### config.mk
export PLATFORM = sky130hd
export DESIGN_NAME = simmem_release_scheduler
export DESIGN_NICKNAME = d
export VERILOG_FILES = /design/src/rtl/simmem_pkg.sv /design/src/rtl/simmem_delay_slot.sv /design/src/rtl/simmem_release_scheduler.sv
export SDC_FILE = /design/constraint.sdc
export NUM_CORES = 1
export LEC_CHECK = 0
export CORE_MARGIN = 2
export CORE_UTILIZATION = 55
export DETAILED_ROUTE_END_ITERATION = 10
export PLACE_DENSITY_LB_ADDON = 0.12
export SYNTH_ARGS = -nofsm -noshare
export SYNTH_HDL_FRONTEND = slang
export SYNTH_HIERARCHICAL = 1
export SYNTH_SLANG_ARGS = --single-unit
### constraint.sdc
create_clock -name clk_i -period 11.1 [get_ports clk_i]
set_clock_uncertainty 0.1 [all_clocks]
set_input_delay 2.22 -clock clk_i [delete_from_list [all_inputs] [get_ports clk_i]]
set_output_delay 2.22 -clock clk_i [all_outputs]
set_load 0.01 [all_outputs]
### src/rtl/simmem_pkg.sv
// Shared types and defaults for the simulated-memory release scheduler.
package simmem_pkg;

    localparam int DefaultDelayWidth = 8;

    typedef enum logic [1:0] {
        SLOT_FREE,
        SLOT_COUNTING,
        SLOT_ELIGIBLE
    } slot_state_e;

endpackage

### src/rtl/simmem_delay_slot.sv
// One bank slot: waits for an arm, counts down memory-clock ticks,
// then stays eligible until the bank reports the message has left.
module simmem_delay_slot
    import simmem_pkg::*;
#(
    parameter int DelayWidth = DefaultDelayWidth
) (
    input  logic                  clk_i,
    input  logic                  rst_ni,
    input  logic                  arm_i,
    input  logic [DelayWidth-1:0] delay_i,
    input  logic                  tick_i,
    input  logic                  release_i,
    output logic                  eligible_o,
    output logic                  busy_o,
    output logic                  bad_release_o
);

    slot_state_e           state;
    slot_state_e           state_next;
    logic [DelayWidth-1:0] cnt;
    logic [DelayWidth-1:0] cnt_next;

    always_ff @(posedge clk_i) begin
        if (!rst_ni) begin
            state <= SLOT_FREE;
            cnt   <= '0;
        end else begin
            state <= state_next;
            cnt   <= cnt_next;
        end
    end

    // The acceptance cycle itself consumes a tick when tick_i is high.
    always_comb begin
        state_next = state;
        cnt_next   = cnt;
        case (state)
            SLOT_FREE: begin
                if (arm_i) begin
                    if ((delay_i <= DelayWidth'(1) && tick_i) || delay_i == '0) begin
                        state_next = SLOT_ELIGIBLE;
                        cnt_next   = '0;
                    end else begin
                        state_next = SLOT_COUNTING;
                        cnt_next   = delay_i - DelayWidth'(tick_i);
                    end
                end
            end
            SLOT_COUNTING: begin
                if (tick_i) begin
                    if (cnt == DelayWidth'(1)) begin
                        state_next = SLOT_ELIGIBLE;
                        cnt_next   = '0;
                    end else begin
                        cnt_next = cnt - DelayWidth'(1);
                    end
                end
            end
            SLOT_ELIGIBLE: begin
                if (release_i) begin
                    state_next = SLOT_FREE;
                end
            end
            default: begin
                state_next = SLOT_FREE;
                cnt_next   = '0;
            end
        endcase
    end

    always_comb begin
        eligible_o    = (state == SLOT_ELIGIBLE);
        busy_o        = (state != SLOT_FREE);
        bad_release_o = release_i && (state != SLOT_ELIGIBLE);
    end

endmodule

### src/rtl/simmem_release_scheduler.sv
// Per-bank release scheduler: one delay slot per bank address, plus the
// arm/release address decode, the pending-slot count and a sticky error.
module simmem_release_scheduler
    import simmem_pkg::*;
#(
    parameter int TotalCapacity = 32,
    parameter int DelayWidth    = DefaultDelayWidth,
    localparam int AddrWidth    = $clog2(TotalCapacity)
) (
    input  logic                     clk_i,
    input  logic                     rst_ni,
    input  logic                     tick_i,
    input  logic                     arm_valid_i,
    output logic                     arm_ready_o,
    input  logic [AddrWidth-1:0]     arm_addr_i,
    input  logic [DelayWidth-1:0]    arm_delay_i,
    input  logic                     released_valid_i,
    input  logic [AddrWidth-1:0]     released_addr_i,
    output logic [TotalCapacity-1:0] release_en_o,
    output logic [AddrWidth:0]       pending_cnt_o,
    output logic                     error_o
);

    logic [TotalCapacity-1:0] busy;
    logic [TotalCapacity-1:0] arm_hit;
    logic [TotalCapacity-1:0] release_hit;
    logic [TotalCapacity-1:0] bad_release;
    logic                     arm_fire;
    logic                     release_ok;
    logic [AddrWidth:0]       pending_next;

    // Addresses beyond the slot range never report ready.
    always_comb begin
        arm_ready_o = 1'b0;
        for (int i = 0; i < TotalCapacity; i++) begin
            if (arm_addr_i == AddrWidth'(i)) begin
                arm_ready_o = !busy[i];
            end
        end
    end

    assign arm_fire = arm_valid_i && arm_ready_o;

    for (genvar g = 0; g < TotalCapacity; g++) begin : g_slot
        assign arm_hit[g]     = arm_fire && (arm_addr_i == AddrWidth'(g));
        assign release_hit[g] = released_valid_i && (released_addr_i == AddrWidth'(g));

        simmem_delay_slot #(
            .DelayWidth(DelayWidth)
        ) u_slot (
            .clk_i        (clk_i),
            .rst_ni       (rst_ni),
            .arm_i        (arm_hit[g]),
            .delay_i      (arm_delay_i),
            .tick_i       (tick_i),
            .release_i    (release_hit[g]),
            .eligible_o   (release_en_o[g]),
            .busy_o       (busy[g]),
            .bad_release_o(bad_release[g])
        );
    end

    // At most one arm and one release per cycle, so the count moves by -1..+1.
    assign release_ok   = |(release_hit & release_en_o);
    assign pending_next = pending_cnt_o + (AddrWidth + 1)'(arm_fire)
                                        - (AddrWidth + 1)'(release_ok);

    always_ff @(posedge clk_i) begin
        if (!rst_ni) begin
            pending_cnt_o <= '0;
            error_o       <= 1'b0;
        end else begin
            pending_cnt_o <= pending_next;
            error_o       <= error_o | (|bad_release);
        end
    end

endmodule

Word-level counts from Yosys, hierarchy flattened
Cells that the tools add are included.

word-level totals
  bits of input ports = 23
  bits in latches = 0
  bits in writable memories = 0
  memory bits (read-only) = 0
  memories kept = 0
  output and inout bits = 40
  register bits = 327
  logic and storage cells = 1040

cells by class
  shift operators = 0
  mux-type cells = 322
  bitwise logic cells = 34
  eq/ne operators = 318
  $lt $le $gt $ge = 1
  reduce and logical (&&, ||, !) cells = 264
  divide/modulo/power cells = 0
  $mul = 0
  add/subtract/negate cells = 35

operators by type and width
  operator               count
  $mux W8                97
  $pmux W8 S3            32
  $mux W2                129
  $eq A8 B1 Y1 const B   32
  $sub A8 B1 Y8 const B  32
  $ne A2 B1 Y1 const B   96
  $pmux W2 S3            32
  $eq A5 B5 Y1 const B   32
  $ne A2 B2 Y1 const B   64
  $reduce_and A4 Y1      32
  $logic_and A1 B1 Y1    98
  $reduce_and A3 Y1      32
  $eq A5 B4 Y1 const B   16
  $eq A2 B1 Y1 const B   32
  $eq A2 B2 Y1 const B   32
  $logic_not A2 Y1       32
  $reduce_bool A2 Y1     32
  $reduce_or A32 Y1      2
  $eq A5 B3 Y1 const B   8
  $and A32 B32 Y32       1
  $logic_not A1 Y1       32
  $mux W1                32
  $not A1 Y1             32
  $eq A5 B2 Y1 const B   4
  other kinds (9)        11

Logic depth before layout (Yosys ltp)
Gate-level depths: netlist of run 1.

  depth after elaboration = 38
  depth in mapped cells = 19
  mapped depth without buffers = 17

By module
Netlist of run 1, hierarchy kept.

modules (own cells, without submodules)
  module                                      sequential area each (um^2)  instances  cells an instance  area each (um^2)
  simmem_delay_slot at g_slot[10].u_slot ...  200.2                        17         112                902.1
  simmem_delay_slot at g_slot[0].u_slot ...   200.2                        10         111                889.6
  simmem_delay_slot at g_slot[7].u_slot ...   200.2                        3          127                973.4
  simmem_release_scheduler                    140.1                        1          313                1913.1
  simmem_delay_slot at g_slot[24].u_slot      200.2                        1          110                889.6
  simmem_delay_slot at g_slot[6].u_slot       200.2                        1          119                867.1

Worst setup path after synthesis of run 1
Ideal clock, no wire load.

  path type = input -> output
  start point = input arm_addr_i[4]
  end point = output arm_ready_o
  arrival = 3823 ps
  buffers on the path = 3
  stages = 9
  required time = 8780 ps
  setup slack = 4957 ps
  cell sequence = buf_2 or3b_1 buf_2 nor3_1 o31a_1 a211oi_1 o211a_1 buf_2 a21oi_1

on the way
  word-level cells in the longest chain between the ends = 33
  elaborated cells between the ends (all ways) = 64
  those cells by class = eq/ne (31); mux (32); reduce/logical (1)

ends and longest elaborated chain
  what                   RTL line                        RTL
  start: declaration     simmem_release_scheduler.sv:15  input logic [AddrWidth-1:0] arm_addr_i,
  $logic_not A5 Y1       simmem_release_scheduler.sv:36  if (arm_addr_i == AddrWidth'(i)) begin
  $mux W1 (31 in a row)  simmem_release_scheduler.sv:36
  $mux W1 (*)            simmem_release_scheduler.sv:36
  end: declaration       simmem_release_scheduler.sv:14  output logic arm_ready_o,

Every way passes the cells marked *; elsewhere a longest branch is shown, timed or not.

Final worst setup path of run 1
  start point = input arm_addr_i[0]
  end point = output arm_ready_o

Same word-level chain as after synthesis.

==> results.toml, run 1 <==
[outcome]
outcome = "complete, no violations"

[setup_path]
max_stage_delay_ns = 0.91
cp-start-kind = "input port"
crit_required_ns = 8.78
slowest_stage = "clkdlybuf4s50_1"
crit_arrival_ns = 5.91
worstPathCellList = "clkdlybuf4s50_1 -> or2_2 -> o32ai_1 -> a2111oi_0 -> o311ai_0 -> o211a_1 -> a21oi_1 -> clkdlybuf4s50_1"
worstSetupEndpointType = "primary output"
cp_common_cell = "clkdlybuf4s50_1"
path_class = "in2out"
critPathMaxFanout = 30

[finish]
nNetsFinal = 4107
drive_gt1_frac = 0.0803
nFillCells = 5052
fin_util = 0.605
syn_to_final_growth_pct = 8.40
multi_input_area_sq_um = 22600
regArea_sq_um = 6550

[route]
avgRoutedWirePerCell_microns = 20.2
vias = 31533
via_per_inst = 6.66
drc = 0
ant_nets = 0
drt-total-wl_microns = 95400
drt_iter0_drc = 2665
firstDrtPassIters = 5

[clocking]
clk_pin_slew_ns = 0.06
ctsHoldBuffers = 0
cts-buffers-inserted = 43
post_cts_buffers = 0
cts_num_sinks = 327
cts_root_buffer = "clkbuf_16"
insertion_delay_ns = 0.59
cts_tree = "built"
h-tree-depth = 2
cts_max_path_buffers = 3
cts_resized = 0

[synthesis]
netlist.area_leader.share = 0.212
synth_cell_type_count = 93
ys_top_cells_by_area = "dfxtp_1, ha_1, nand2_1"
syn_inst = 3937
synth_area_sq_um = 30800
ys_ff_latch = 327
avgSynthCellArea_sq_um = 7.83
synth_edf_count = 0
async_flop_share = 0
ys_seq_area_frac = 0.212
ys.flop_type = "dfxtp_1"
synth.largest_area_cell = "dfxtp_1"
ys_warn_count = 6
syn_nets = 4095

[global_routing]
overflow = 0
grtUsageMet2 = 0.486
grt_max_degree = 148
antenna_found_initial = 8
use_met3 = 0.0503
grt_pass1_vias = 28618
grt_use_met1 = 0.454
grt_pass1_wl_microns = 154000
track_usage = 0.322
busiest_layer = "met2"

[floorplan]
ioPinCount = 63
die_height_microns = 241
rows = 86
initial_utilization = 0.558
core_area_sq_um = 55200
die_w_microns = 241
die-area_sq_um = 57900

[flow_run]
cap_violations = 0

[sta]
worstMarginPinSlew_ns = 1.07
fmax_mhz = 122
worst_hold_slack_ns = 0.415
fin_tns_setup_ns = 0
finalCriticalPeriod_ns = 8.23
hold_viol_final = 0
final_max_slew_viol_count = 0
fin_crit_sh = 0.741
finalSetupViolCount = 0
slew_headroom = 0.290
grt_setup_unrepaired = "no"

[power]
cellLeakagePower_nw = 12.0
powerDensity_nw_per_um2 = 97.1
vdd_drop_max_uv = 101

[place]
place.gp.congestion = 0.915
hpwl_microns = 63800
port_buffers = 62

[min_path]
hold_path_class = "reg2reg"
==> layout by cell type (no fill, tap or decap), drive strengths merged, types with 33 or more instances in the layout <==
cell type	n
nand2	358
dfxtp	327
inv	241
nor2	221
a21oi	204
a221oi	150
nor3	149
o21ai	141
a31oi	137
ha	134
nor3b	128
xor2	121
nor2b	106
nor4	83
nand3b	81
nand2b	79
a21boi	66
a32oi	66
or2b	65
clkbuf	65
a211oi	60
or3b	58
clkdlybuf4s50	52
or3	49
o21a	44
nand3	43
or4	43
mux2i	42
a22oi	42
a21o	39
nand4	38
o311a	37
clkinv	37
buf	33
==> power by group <==
part           switching, W  internal, W
Combinational      0.000321     0.000194
Clock              0.000582     0.000928
Sequential        0.0000244      0.00119
Total              0.000928      0.00232
==> worst max-delay path: cells and delay by family <==
| family | cells | cell delay (ns) |
|---|---|---|
| AO/OA/AOI/OAI | 5 | 1.64 |
| buffers and inverters | 2 | 1.48 |
| AND/OR/NAND/NOR | 1 | 0.54 |
==> path summary, 6_finish.rpt <==
path / from / end / slack, ns / cells after the start
worst max register to register: g_slot[9].u_slot/state[0] / g_slot[24].u_slot/cnt[5] / 6.41 / 11
worst min register to register: g_slot[24].u_slot/cnt[7] / g_slot[24].u_slot/cnt[7] / 0.42 / 2
worst min-delay path: g_slot[24].u_slot/cnt[7] / g_slot[24].u_slot/cnt[7] / 0.42 / 2
worst max-delay path: arm_addr_i[0] / arm_ready_o / 2.87 / 8
==> metrics by stage <==
stage	cell area (sq um)	power (W)	cells	worst slack, ns
3_3_place_gp	31900	0.00174	4652	2.98
5_1_grt	33400	0.00337	4733	2.59
3_5_place_dp	31900	0.00175	4652	2.90
6_report	33400	0.00324	4734	2.87
2_1_floorplan	30800	0.00156	3937	4.96
4_1_cts	33400	0.00326	4731	2.89
==> final cells by class <==
cell class | instances | area share
multi-input cells | 3222 | 0.676
flip-flops and latches | 327 | 0.196
clock buffers | 64 | 0.0391
inverters | 269 | 0.0302
well taps | 748 | 0.0280
repair buffers | 86 | 0.0241
clock inverters | 15 | 0.00607
diodes | 3 | 0.000225
==> Yosys cell counts (all sizes together) (37+ instances only) <==
master and number:
o311a 37, or3 49, a21boi 66, nand3b 81
mux2i 42, nor3 149, a21oi 204, a221oi 150
nand2b 79, or3b 58, inv 241, ha 134
o21ai 141, dfxtp 327, nor3b 128, clkbuf 48
or4 43, a32oi 66, xor2 121, nor2b 106
nand3 43, o21a 44, nand2 358, buf 71
a211oi 60, a21o 39, or2b 65, a22oi 42
nor4 83, nand4 38, a31oi 137, nor2 221
==> registers in the layout, indices dropped and copies added (netlist names) <==
| name | count |
|---|---|
| pending_cnt_o | 6 |
| g_slot.u_slot/cnt | 256 |
| error_o | 1 |
| g_slot.u_slot/state | 64 |
==> layer usage <==
| metal | vias up | part of all wire |
|---|---|---|
| met5 | - | 0.00064 |
| met3 | 201 | 0.077 |
| li1 | 15226 | - |
| met2 | 1151 | 0.43 |
| met1 | 14945 | 0.46 |
| met4 | 10 | 0.039 |
==> cell families after synthesis <==
family          synth area share
simple gates               0.312
compound gates             0.315
buf+inv                   0.0545
flops                      0.212
fa+ha+maj                 0.0550
xor+xnor                  0.0367
mux                       0.0147
(Power assumes the default switching activity.)
==> run 2: changes to the inputs <==
==> constraint.sdc (replaced) <==
create_clock -name clk_i -period 6.8 [get_ports clk_i]
set_clock_uncertainty 0.1 [all_clocks]
set_input_delay 1.36 -clock clk_i [delete_from_list [all_inputs] [get_ports clk_i]]
set_output_delay 1.36 -clock clk_i [all_outputs]
set_load 0.01 [all_outputs]
==> run 2 against run 1 <==
Effect of this change:
- combinational power is 67% higher
- clock power up 50%
- count of clock-buffer cells in the layout increased by 3
- setup slack got worse by 2.1 ns
==> results.toml, run 2 (synthesis results as in run 1) <==
[outcome]
outcome = "complete, no violations"

[setup_path]
worstSetupEndpointType = "primary output"
cp-start-kind = "input port"
crit_arrival_ns = 4.52
critPathMaxFanout = 28
ff2ff_setup_slack_ns = 2.44
crit_required_ns = 5.34
slowest_stage = "clkdlybuf4s50_1"
cp_common_cell = "clkdlybuf4s50_1"
worst-path-buf-inv = 2
max_stage_delay_ns = 1.06
reg2reg_from = "g_slot[13].u_slot/state[0]"
worstPathCellList = "clkdlybuf4s50_1 -> nor2b_1 -> a2111oi_0 -> o311ai_0 -> o211a_1 -> a21oi_1 -> clkdlybuf4s50_1"
path_class = "in2out"
cpLargestDelayFamily = "buffers and inverters"
reg2regPathDepth = 13
r2r_end = "g_slot[13].u_slot/cnt[0]"

[sta]
grt_setup_unrepaired = "no"
fin_tns_setup_ns = 0
hold_viol_final = 0
slew_headroom = 0.306
fmax_mhz = 167
finalSetupViolCount = 0
fin_crit_sh = 0.879
finalCriticalPeriod_ns = 5.98
final_max_slew_viol_count = 0
worstMarginPinSlew_ns = 1.04

[power]
powerDensity_nw_per_um2 = 153
cellLeakagePower_nw = 12.0
seq_power_share = 0.388
switching_share = 0.294
p_clk_frac = 0.444
vdd_drop_max_uv = 181
p_int_w = 0.00362
power.net_switching_w = 0.00150
power_frac_comb = 0.168

[place]
placed_area_sq_um = 32000
hpwl_microns = 63500
port_buffers = 62
place.gp.congestion = 0.959

[clocking]
cts-buffers-inserted = 43
clk_pin_slew_ns = 0.06
cts_root_buffer = "clkbuf_16"
post_cts_buffers = 0
cts_num_sinks = 327
cts_resized = 0
cts_tree = "built"
insertion_delay_ns = 0.59
ctsHoldBuffers = 0
h-tree-depth = 2
cts_max_path_buffers = 3

[min_path]
min_to = "g_slot[23].u_slot/cnt[7]"
worstHoldStart = "g_slot[23].u_slot/cnt[7]"
hold_path_class = "reg2reg"
min_path_cells = 2

[flow_run]
cap_violations = 0

[global_routing]
grt_pass1_vias = 28785
grt_pass1_wl_microns = 154000
antenna_found_initial = 7
grt_max_degree = 137
overflow = 0
track_usage = 0.323

[finish]
regMostFlops = "g_slot.u_slot/cnt"
reg_top3 = "g_slot.u_slot/cnt (256), g_slot.u_slot/state (64), pending_cnt_o (6)"
nFillCells = 4993
final_cell_mix = "nand2_1, dfxtp_1, inv_1"
fin_area_sq_um = 33400
largest_reg_flops = 256
drive_gt1_frac = 0.0812
syn_to_final_growth_pct = 8.47
nNetsFinal = 4119
layout_commonest_cell = "nand2_1"

[floorplan]
ioPinCount = 63
core_area_sq_um = 55200
rows = 86
die_height_microns = 241
die-area_sq_um = 57900
initial_utilization = 0.558
die_w_microns = 241

[route]
drt_iter0_drc = 3208
avgRoutedWirePerCell_microns = 20.2
drt-total-wl_microns = 95700
firstDrtPassIters = 6
via_per_inst = 6.67
drc = 0
vias = 31633
ant_nets = 0
-- run 2: routing by layer --
layer | routed length [microns] | up-vias | global-route usage
met3 | 7850 | 215 | 0.0502
met4 | 3620 | 8 | 0.137
met1 | 42600 | 14897 | 0.451
li1 | - | 15264 | -
met2 | 41600 | 1249 | 0.493
met5 | 47 | - | 0
-- run 2: layout make-up --
cell class,instances,area (sq um),area share
Antenna cell,5,12.5,0.000374
Clock buffer,67,1300,0.0388
Clock inverter,9,75.1,0.00225
Inverter,269,1010,0.0302
Multi-Input combinational cell,3222,22600,0.676
Sequential cell,327,6550,0.196
Tap cell,748,936,0.0280
Timing Repair Buffer,98,958,0.0287
-- run 2: worst max-delay path by stage --
stage / slack [ns] / to / depth (start not counted) / startpoint
2_1_floorplan: 2.33 / pending_cnt_o[4] / 18 / arm_addr_i[4]
3_3_place_gp: 0.93 / arm_ready_o / 8 / arm_addr_i[0]
3_5_place_dp: 0.85 / g_slot[13].u_slot/cnt[0] / 12 / arm_addr_i[0]
4_1_cts: 0.87 / arm_ready_o / 8 / arm_addr_i[0]
5_1_grt: 0.68 / arm_ready_o / 7 / arm_addr_i[0]
6_report: 0.82 / arm_ready_o / 7 / arm_addr_i[0]
-- run 2: metrics by stage --
step	hold WS [ns]	cells	setup WS [ns]	total power, W	util
floorplan	0.387	3937	2.33	0.00255	-
global placement	0.402	4664	0.930	0.00287	0.581
detailed placement	0.409	4664	0.852	0.00287	0.581
CTS	0.416	4740	0.868	0.00515	0.605
global route	0.437	4743	0.684	0.00532	0.606
finish	0.413	4745	0.820	0.00512	0.606
-- run 2: power by group through the flow --
stage	Combinational, W	Sequential (W)	Clock, W
3_5_place_dp	0.000841	0.00203	0
4_1_cts	0.000847	0.00199	0.00232
5_1_grt	0.000946	0.00199	0.00238
2_1_floorplan	0.000525	0.00202	0
3_3_place_gp	0.000838	0.00203	0
6_report	0.000859	0.00199	0.00227
-- run 2: worst min-delay path: cells and delay by family (launching register included) --
kind / cells / cell delay [ns]
compound gates: 1 / 0.06
simple gates: 1 / 0.08
flops: 1 / 0.33
